===== src/rtl/norm_left_shift.sv =====
// Post-add normalizer: left-shifts a mantissa until its MSB is set, decrementing the exponent.
// Define FAST_LZC_EN for a single-cycle priority-encoder + barrel-shift variant.
module norm_left_shift #(
    parameter int unsigned WIDTH = 8,
    parameter int unsigned EXP_W = 8
) (
    input  logic                     clk,
    input  logic                     rst_n,
    input  logic                     in_valid,
    output logic                     in_ready,
    input  logic [WIDTH-1:0]         in_mant,
    input  logic [EXP_W-1:0]         in_exp,
    output logic                     out_valid,
    input  logic                     out_ready,
    output logic [WIDTH-1:0]         out_mant,
    output logic [EXP_W-1:0]         out_exp,
    output logic [$clog2(WIDTH)-1:0] out_shamt,
    output logic                     out_zero,
    output logic                     out_underflow
);

    localparam int unsigned SH_W = $clog2(WIDTH);

    typedef enum logic [1:0] {StIdle, StShift, StHold} state_e;

    state_e            state_q, state_d;
    logic [WIDTH-1:0]  mant_q, mant_d;
    logic [EXP_W-1:0]  exp_q, exp_d;
    logic [SH_W-1:0]   shamt_q, shamt_d;
    logic              zero_q, zero_d;
    logic              unf_q, unf_d;

    logic accept;
    logic in_zero;

    assign accept  = in_valid & (state_q == StIdle);
    assign in_zero = (in_mant == '0);

`ifdef FAST_LZC_EN
    logic [SH_W-1:0] lz;
    logic [SH_W-1:0] k;

    // Highest set bit wins because later iterations overwrite earlier ones.
    always_comb begin
        lz = '0;
        for (int i = 0; i < WIDTH; i++) begin
            if (in_mant[i]) lz = SH_W'(WIDTH - 1 - i);
        end
        if (EXP_W'(lz) < in_exp) k = lz;
        else                     k = SH_W'(in_exp);
    end
`else
    logic idle_done;
    logic shift_done;

    assign idle_done  = in_zero | in_mant[WIDTH-1] | (in_exp == '0);
    // Looks at the bits that will be MSB / exponent after this cycle's shift.
    assign shift_done = mant_q[WIDTH-2] | (exp_q == EXP_W'(1));
`endif

    always_ff @(posedge clk or negedge rst_n) begin
        if (!rst_n) state_q <= StIdle;
        else        state_q <= state_d;
    end

    always_comb begin
        state_d = state_q;
        unique case (state_q)
            StIdle: begin
`ifdef FAST_LZC_EN
                if (accept) state_d = StHold;
`else
                if (accept) state_d = idle_done ? StHold : StShift;
`endif
            end
            StShift: begin
`ifndef FAST_LZC_EN
                if (shift_done) state_d = StHold;
`else
                state_d = StIdle;
`endif
            end
            StHold:  if (out_ready) state_d = StIdle;
            default: state_d = StIdle;
        endcase
    end

    always_comb begin
        mant_d  = mant_q;
        exp_d   = exp_q;
        shamt_d = shamt_q;
        zero_d  = zero_q;
        unf_d   = unf_q;
        if (accept) begin
            zero_d = in_zero;
`ifdef FAST_LZC_EN
            mant_d  = in_mant << k;
            exp_d   = in_zero ? '0 : in_exp - EXP_W'(k);
            shamt_d = in_zero ? '0 : k;
            unf_d   = ~in_zero & (exp_d == '0);
`else
            mant_d  = in_mant;
            exp_d   = in_zero ? '0 : in_exp;
            shamt_d = '0;
            unf_d   = ~in_zero & (in_exp == '0);
`endif
        end
`ifndef FAST_LZC_EN
        else if (state_q == StShift) begin
            mant_d  = {mant_q[WIDTH-2:0], 1'b0};
            exp_d   = exp_q - EXP_W'(1);
            shamt_d = shamt_q + SH_W'(1);
            unf_d   = (exp_q == EXP_W'(1));
        end
`endif
    end

    always_ff @(posedge clk or negedge rst_n) begin
        if (!rst_n) begin
            mant_q  <= '0;
            exp_q   <= '0;
            shamt_q <= '0;
            zero_q  <= 1'b0;
            unf_q   <= 1'b0;
        end else begin
            mant_q  <= mant_d;
            exp_q   <= exp_d;
            shamt_q <= shamt_d;
            zero_q  <= zero_d;
            unf_q   <= unf_d;
        end
    end

    always_comb begin
        in_ready      = (state_q == StIdle);
        out_valid     = (state_q == StHold);
        out_mant      = mant_q;
        out_exp       = exp_q;
        out_shamt     = shamt_q;
        out_zero      = zero_q;
        out_underflow = unf_q;
    end

endmodule


===== config.mk =====
export PLATFORM = sky130hd
export DESIGN_NAME = norm_left_shift
export DESIGN_NICKNAME = d
export VERILOG_FILES = /design/src/rtl/norm_left_shift.sv
export SDC_FILE = /design/constraint.sdc
export NUM_CORES = 1
export LEC_CHECK = 0
export BUFFER_PORTS_ARGS = -buffer_cell sky130_fd_sc_hd__buf_2
export CORE_MARGIN = 1.5
export CORE_UTILIZATION = 39
export CTS_BUF_LIST = sky130_fd_sc_hd__clkbuf_4
export CTS_CLUSTER_SIZE = 20
export DETAILED_ROUTE_END_ITERATION = 12
export SYNTH_ARGS = -nofsm -noshare
export SYNTH_HDL_FRONTEND = slang
export SYNTH_SLANG_ARGS = --single-unit

===== constraint.sdc =====
create_clock -name clk -period 1.9 [get_ports clk]
set_clock_uncertainty 0.2 [all_clocks]
set_input_delay 0.19 -clock clk [delete_from_list [all_inputs] [get_ports clk]]
set_output_delay 0.19 -clock clk [all_outputs]
set_load 0.02 [all_outputs]

==> flow_metrics.tcl, run 1 <==
set metrics [dict create \
    status "finished, final reports clean" \
    netlist_top_cells_count "nand2_1, dfrtp_1, nor2_1, o21ai_0, a22oi_1" \
    cts_tree "done" \
    hp-class "input port to asynchronous set/reset pin" \
    htree_levels 1 \
    yosysTopAreaCell "dfrtp_1" \
    fin_setup_tns_ps 0 \
    start_kind "register" \
    core_mm2 0.00305 \
    path_max_fanout 4 \
    yosys_warnings 0 \
    io_buffers 42 \
    async_flop_share 1.00 \
    syn_inst 131 \
    fmax_mhz 552 \
    ys_ff_latch 23 \
    synth_top_family_by_area "simple AND/OR/NAND/NOR gates" \
    crit_required_ps 1930 \
    layout-drive-gt1-share 0.328 \
    initialDrtViolationCount 71 \
    hpwlAfterDp_um 2280 \
    ys_types 36 \
    final_max_slew_viol_count 0 \
    gp_congestion 0.762 \
    die_h_um 59.8 \
    grt_pass1_vias 1252 \
    syn_area_per_cell_um2 9.59 \
    crit_type "register to register" \
    yosysSeqAreaShare 0.458 \
    synth.most_common_cell "nand2_1" \
    drtPass1Iterations 4 \
    r2r_cells 4 \
    die_x_um 59.8 \
    critPathSlowestCell "or4_4" \
    synth_top_area_frac 0.458 \
    fillerInstances 275 \
    ir_worst_vdd_mv 0.643 \
    clock_path_buffers 2 \
    max_stage_delay_ps 580 \
    antenna_found_initial 0 \
    ant_nets 0 \
    rsz0062_at_grt "false" \
    syn_area_mm2 0.00126 \
    muxShareOfSynthArea 0.00896 \
    ys_top_cells_by_area "dfrtp_1, nand2_1, a22oi_1" \
    wl_um 3320 \
    insertedDiodeCount 0 \
    fin_nets 225 \
    grt_overflow 0 \
    initial_core_util 0.411 \
    worst-path-buf-inv 0 \
    viasPerCell 5.02 \
    ff2ff_setup_slack_ps 90 \
    pin_count 43 \
    row_count 20 \
    final_core_util 0.591 \
    rr_startpoint "out_exp[4]$_DFFE_PN0P_" \
    synth-xor-area-share 0.0418 \
    leakage_nw 0.874 \
    grt_pass1_wl_um 5460 \
    track_usage 0.198 \
    cts_buffers 3 \
    fin_crit_sh 0.953 \
    cts_root_buf "clkbuf_4" \
    syn-num-nets 154 \
    drc 0 \
    clkSinkCount 23 \
    insertion_delay_ps 300 \
    worstMarginPinSlew_ps 534 \
    area_growth_pct 43.5 \
    synth-edff-count 0 \
    cts.reportedPaths.clkPinSlew_ps 130 \
    slew_headroom 0.644 \
    multi_input_area_um2 636 \
    ctsResizeCount 0 \
    timing.rr.end "state_q[1]$_DFFE_PN0P_" \
    layout.area.seq_um2 576 \
    crit_chain "or4_4 -> nor4b_4 -> o21ai_1 -> a21boi_1" \
    final-hold-violation-count 0 \
    yosys.area_share.adder 0.0299 \
    synth_simple_gate_area_frac 0.269 \
    ys_dominant_reg_cell "dfrtp_1" \
    critPathTopFamily "simple AND/OR/NAND/NOR gates" \
    max_cap_viol_count 0 \
    crit_path_end_kind "register" \
    power_density_mw_per_mm2 1500 \
    arrival_ps 1840 \
    final-setup-viol-count 0 \
    synth-compound-area-share 0.156 \
    grt_max_degree 24 \
    wire_per_inst_um 13.6 \
    die_area_mm2 0.00357 \
    finalCriticalPeriod_ps 1810 \
    num_vias 1230 \
]
[how the worst max path moves through the flow]
stage	end	slack (ps)	cells past startpoint	from
2_1_floorplan	out_exp[7]$_DFFE_PN0P_	80	4	out_exp[5]$_DFFE_PN0P_
3_3_place_gp	state_q[1]$_DFFE_PN0P_	180	4	out_exp[4]$_DFFE_PN0P_
3_5_place_dp	state_q[1]$_DFFE_PN0P_	130	4	out_exp[4]$_DFFE_PN0P_
4_1_cts	state_q[1]$_DFFE_PN0P_	90	4	out_exp[4]$_DFFE_PN0P_
5_1_grt	state_q[1]$_DFFE_PN0P_	20	4	out_exp[4]$_DFFE_PN0P_
6_report	state_q[1]$_DFFE_PN0P_	90	4	out_exp[4]$_DFFE_PN0P_
[repair_timing]
action,4_1_cts,5_1_grt
hold buffers,19,0
buffers inserted,0,0
hold endpoints to repair,41,0
[power by group]
group	internal [W]	switching (W)
registers	0.000711	0.000216
clock network	0.0000959	0.000146
logic	0.000639	0.000904
total	0.00145	0.00127
[per-layer routing]
metal	global-route usage	routed length, µm	up-vias
met4	0.0635	46	0
met5	0	0	-
met2	0.343	1620	36
li1	-	-	604
met1	0.259	1540	586
met3	0.0195	120	4
[per-stage QoR]
stage | hold slack (ps) | total power (W) | setup WS [ps] | std cells | instance area, µm²
detailed placement | -2.06 | 0.00245 | 126 | 222 | 1580
floorplan | -306 | 0.00190 | 78.3 | 131 | 1260
global placement | 1.90 | 0.00242 | 176 | 222 | 1580
global route | 215 | 0.00292 | 19.7 | 245 | 1800
finish | 181 | 0.00271 | 88.7 | 245 | 1800
CTS | 197 | 0.00274 | 92.4 | 245 | 1800
[layout by cell type (no fill, tap or decap), drive strengths merged]
| cell type | Yosys | routed |
|---|---|---|
| nor2b | 3 | 3 |
| o21bai | 1 | 1 |
| clkbuf | 0 | 4 |
| mux2 | 1 | 1 |
| nand4b | 2 | 2 |
| nand3 | 3 | 3 |
| nor4 | 5 | 5 |
| or4 | 1 | 1 |
| dlygate4sd3 | 0 | 19 |
| nand4 | 1 | 1 |
| nor3b | 1 | 1 |
| nor2 | 8 | 8 |
| o21ai | 11 | 11 |
| nor3 | 2 | 2 |
| a21o | 1 | 1 |
| dfrtp | 23 | 23 |
| a21boi | 1 | 1 |
| a22oi | 7 | 7 |
| nand2b | 2 | 2 |
| buf | 6 | 53 |
| nor4b | 2 | 2 |
| a31oi | 1 | 1 |
| xor2 | 3 | 3 |
| a32oi | 1 | 1 |
| inv | 3 | 3 |
| xnor2 | 3 | 3 |
| o32ai | 1 | 1 |
| ha | 3 | 3 |
| a21oi | 4 | 4 |
| nand2 | 29 | 29 |
| o22ai | 1 | 1 |
| or3b | 1 | 1 |
[logic make-up (layout without fill, tap and decap cells)]
family          count (synthesis)  count (layout)
buf+inv                         9              79
mux                             1               1
compound gates                 29              29
simple gates                   60              60
flops                          23              23
xor+xnor                        6               6
fa+ha+maj                       3               3
[flip-flops by register name, indices dropped and copies added, names as in the netlist]
name	cells
out_exp	8
out_mant	8
out_shamt	3
state_q	2
out_underflow	1
out_zero	1
[layout make-up]
cell class                      count  share of cell area
Clock buffer                        4              0.0167
Inverter                            3             0.00625
Multi-Input combinational cell     99               0.353
Sequential cell                    23               0.319
Tap cell                           44              0.0305
Timing Repair Buffer               72               0.275
Power figures use the tool's default switching activity.
==> run 2: changes to the inputs <==
Settings changed: CORE_UTILIZATION 39 to 51, PLACE_DENSITY set to 0.81.
==> run 2 against run 1 <==
Compared with the run above:
- non-clock buffer count down 1
- die area fell by 22%
- combinational power about the same
- critical path depth rose by 2
- via count increased by 5.6%
- worst hold slack worse by 19 ps
- maximum frequency fell by 0.15%
- highest routed layer unchanged
- clock-buffer cell count unchanged
- sequential cell count is the same
- setup slack got worse by 2.7 ps
- cell count shrank 6.5%
==> flow_metrics.tcl, run 2 (synthesis results as in run 1) <==
set metrics [dict create \
    wire_per_inst_um 14.9 \
    crit_type "input port to register" \
    fin_nets 225 \
    htree_levels 1 \
    fin_crit_sh 0.955 \
    io_buffers 42 \
    crit_required_ps 1940 \
    max_cap_viol_count 0 \
    cts.reportedPaths.clkPinSlew_ps 130 \
    fmax_mhz 551 \
    ff2ff_setup_slack_ps 110 \
    crit_path_end_kind "register" \
    final-hold-violation-count 0 \
    cpMostUsedCell "a21oi_1" \
    insertion_delay_ps 310 \
    critPathTopFamily "buffers and inverters" \
    worst-path-buf-inv 2 \
    timing.hold.ws_ps 162 \
    worstMarginPinSlew_ps 515 \
    crit_path_start "in_valid" \
    critPathSlowestCell "dlygate4sd3_1" \
    rsz0062_at_grt "false" \
    leakage_nw 0.868 \
    clock_path_buffers 2 \
    die_h_um 52.6 \
    cts_root_buf "clkbuf_4" \
    mostFrequentLayoutCell "buf_2" \
    drtPass1Iterations 6 \
    gp_congestion 0.826 \
    finalCriticalPeriod_ps 1810 \
    grt_pass1_wl_um 5300 \
    ir_worst_vdd_mv 1.05 \
    core_mm2 0.00228 \
    initial_core_util 0.552 \
    drc 0 \
    antenna_found_initial 0 \
    die_x_um 52.6 \
    path_max_fanout 6 \
    grt_max_degree 24 \
    p_total_w 0.00270 \
    grt_overflow 0 \
    crit_chain "dlygate4sd3_1 -> buf_2 -> or3b_1 -> a21oi_4 -> a21oi_1 -> a21oi_1" \
    rr_startpoint "out_exp[4]$_DFFE_PN0P_" \
    clkSinkCount 23 \
    power_density_mw_per_mm2 1520 \
    cts_buffers 3 \
    slew_headroom 0.657 \
    pin_count 43 \
    arrival_ps 1860 \
    grt_pass1_vias 1185 \
    final_max_slew_viol_count 0 \
    fillerInstances 159 \
    max_stage_delay_ps 520 \
    final_core_util 0.778 \
    wl_um 3410 \
    cp.depth 6 \
    fin_setup_tns_ps 0 \
    timing.rr.end "out_exp[7]$_DFFE_PN0P_" \
    layout-drive-gt1-share 0.328 \
    track_usage 0.260 \
    start_kind "input port" \
    cts_tree "done" \
    num_vias 1299 \
    ant_nets 0 \
    viasPerCell 5.67 \
    status "finished, final reports clean" \
    hpwlAfterDp_um 2200 \
    final_cell_mix "buf_2, nand2_1, dfrtp_1" \
    area_growth_pct 41.0 \
    row_count 17 \
    insertedDiodeCount 0 \
    die_area_mm2 0.00277 \
    initialDrtViolationCount 28 \
    final-setup-viol-count 0 \
    r2r_cells 4 \
    hp-class "input port to asynchronous set/reset pin" \
]
## run 2: cell type report
type                            instances  area [µm²]  share of cell area
Sequential cell                        23         576               0.325
Timing Repair Buffer                   71         475               0.268
Inverter                                3        11.3             0.00636
Multi-Input combinational cell        100         644               0.364
Tap cell                               28        35.0              0.0198
Clock buffer                            4        30.0              0.0169
## run 2: report_power, final
part           internal, W  total, W  switching (W)
sequential        0.000711  0.000934       0.000223
combinational     0.000611   0.00152       0.000909
clock            0.0000963  0.000248       0.000152
## run 2: stage by stage
step                std cells  worst slack (ps)  instance area [µm²]
detailed placement        204               111                 1540
global route              229              25.0                 1770
global placement          204               183                 1540
finish                    229              86.0                 1770
CTS                       227              74.4                 1760
floorplan                 131              78.3                 1260
## run 2: worst register-to-register path: stages, from the launching register on
cell and delay (ps):
dfrtp_1 450, or4_4 570, nor4b_4 240, xnor2_1 170, o21ai_2 70
## run 2: repair_timing
action                                 in CTS  in global routing
setup endpoints to repair                   0                  3
hold buffers                               19                  0
setup buffers                               0                  1
endpoints found under the hold margin      41                  0
gates resized for setup                     0                  0
## run 2: per-layer routing
layer,global-route usage,share of wire,up-vias
li1,-,-,602
met1,0.310,0.41,631
met2,0.483,0.52,58
met3,0.0400,0.053,8
met4,0.0641,0.014,0
met5,0,0,-
## run 2: how the worst max path moves through the flow
stage                                      to  slack, ps
floorplan              out_exp[7]$_DFFE_PN0P_         80
detailed placement     out_exp[7]$_DFFE_PN0P_        110
global route           out_exp[4]$_DFFE_PN0P_         20
global placement       out_exp[7]$_DFFE_PN0P_        180
finish                 out_exp[1]$_DFFE_PN0P_         90
CTS                 out_underflow$_DFFE_PN0P_         70
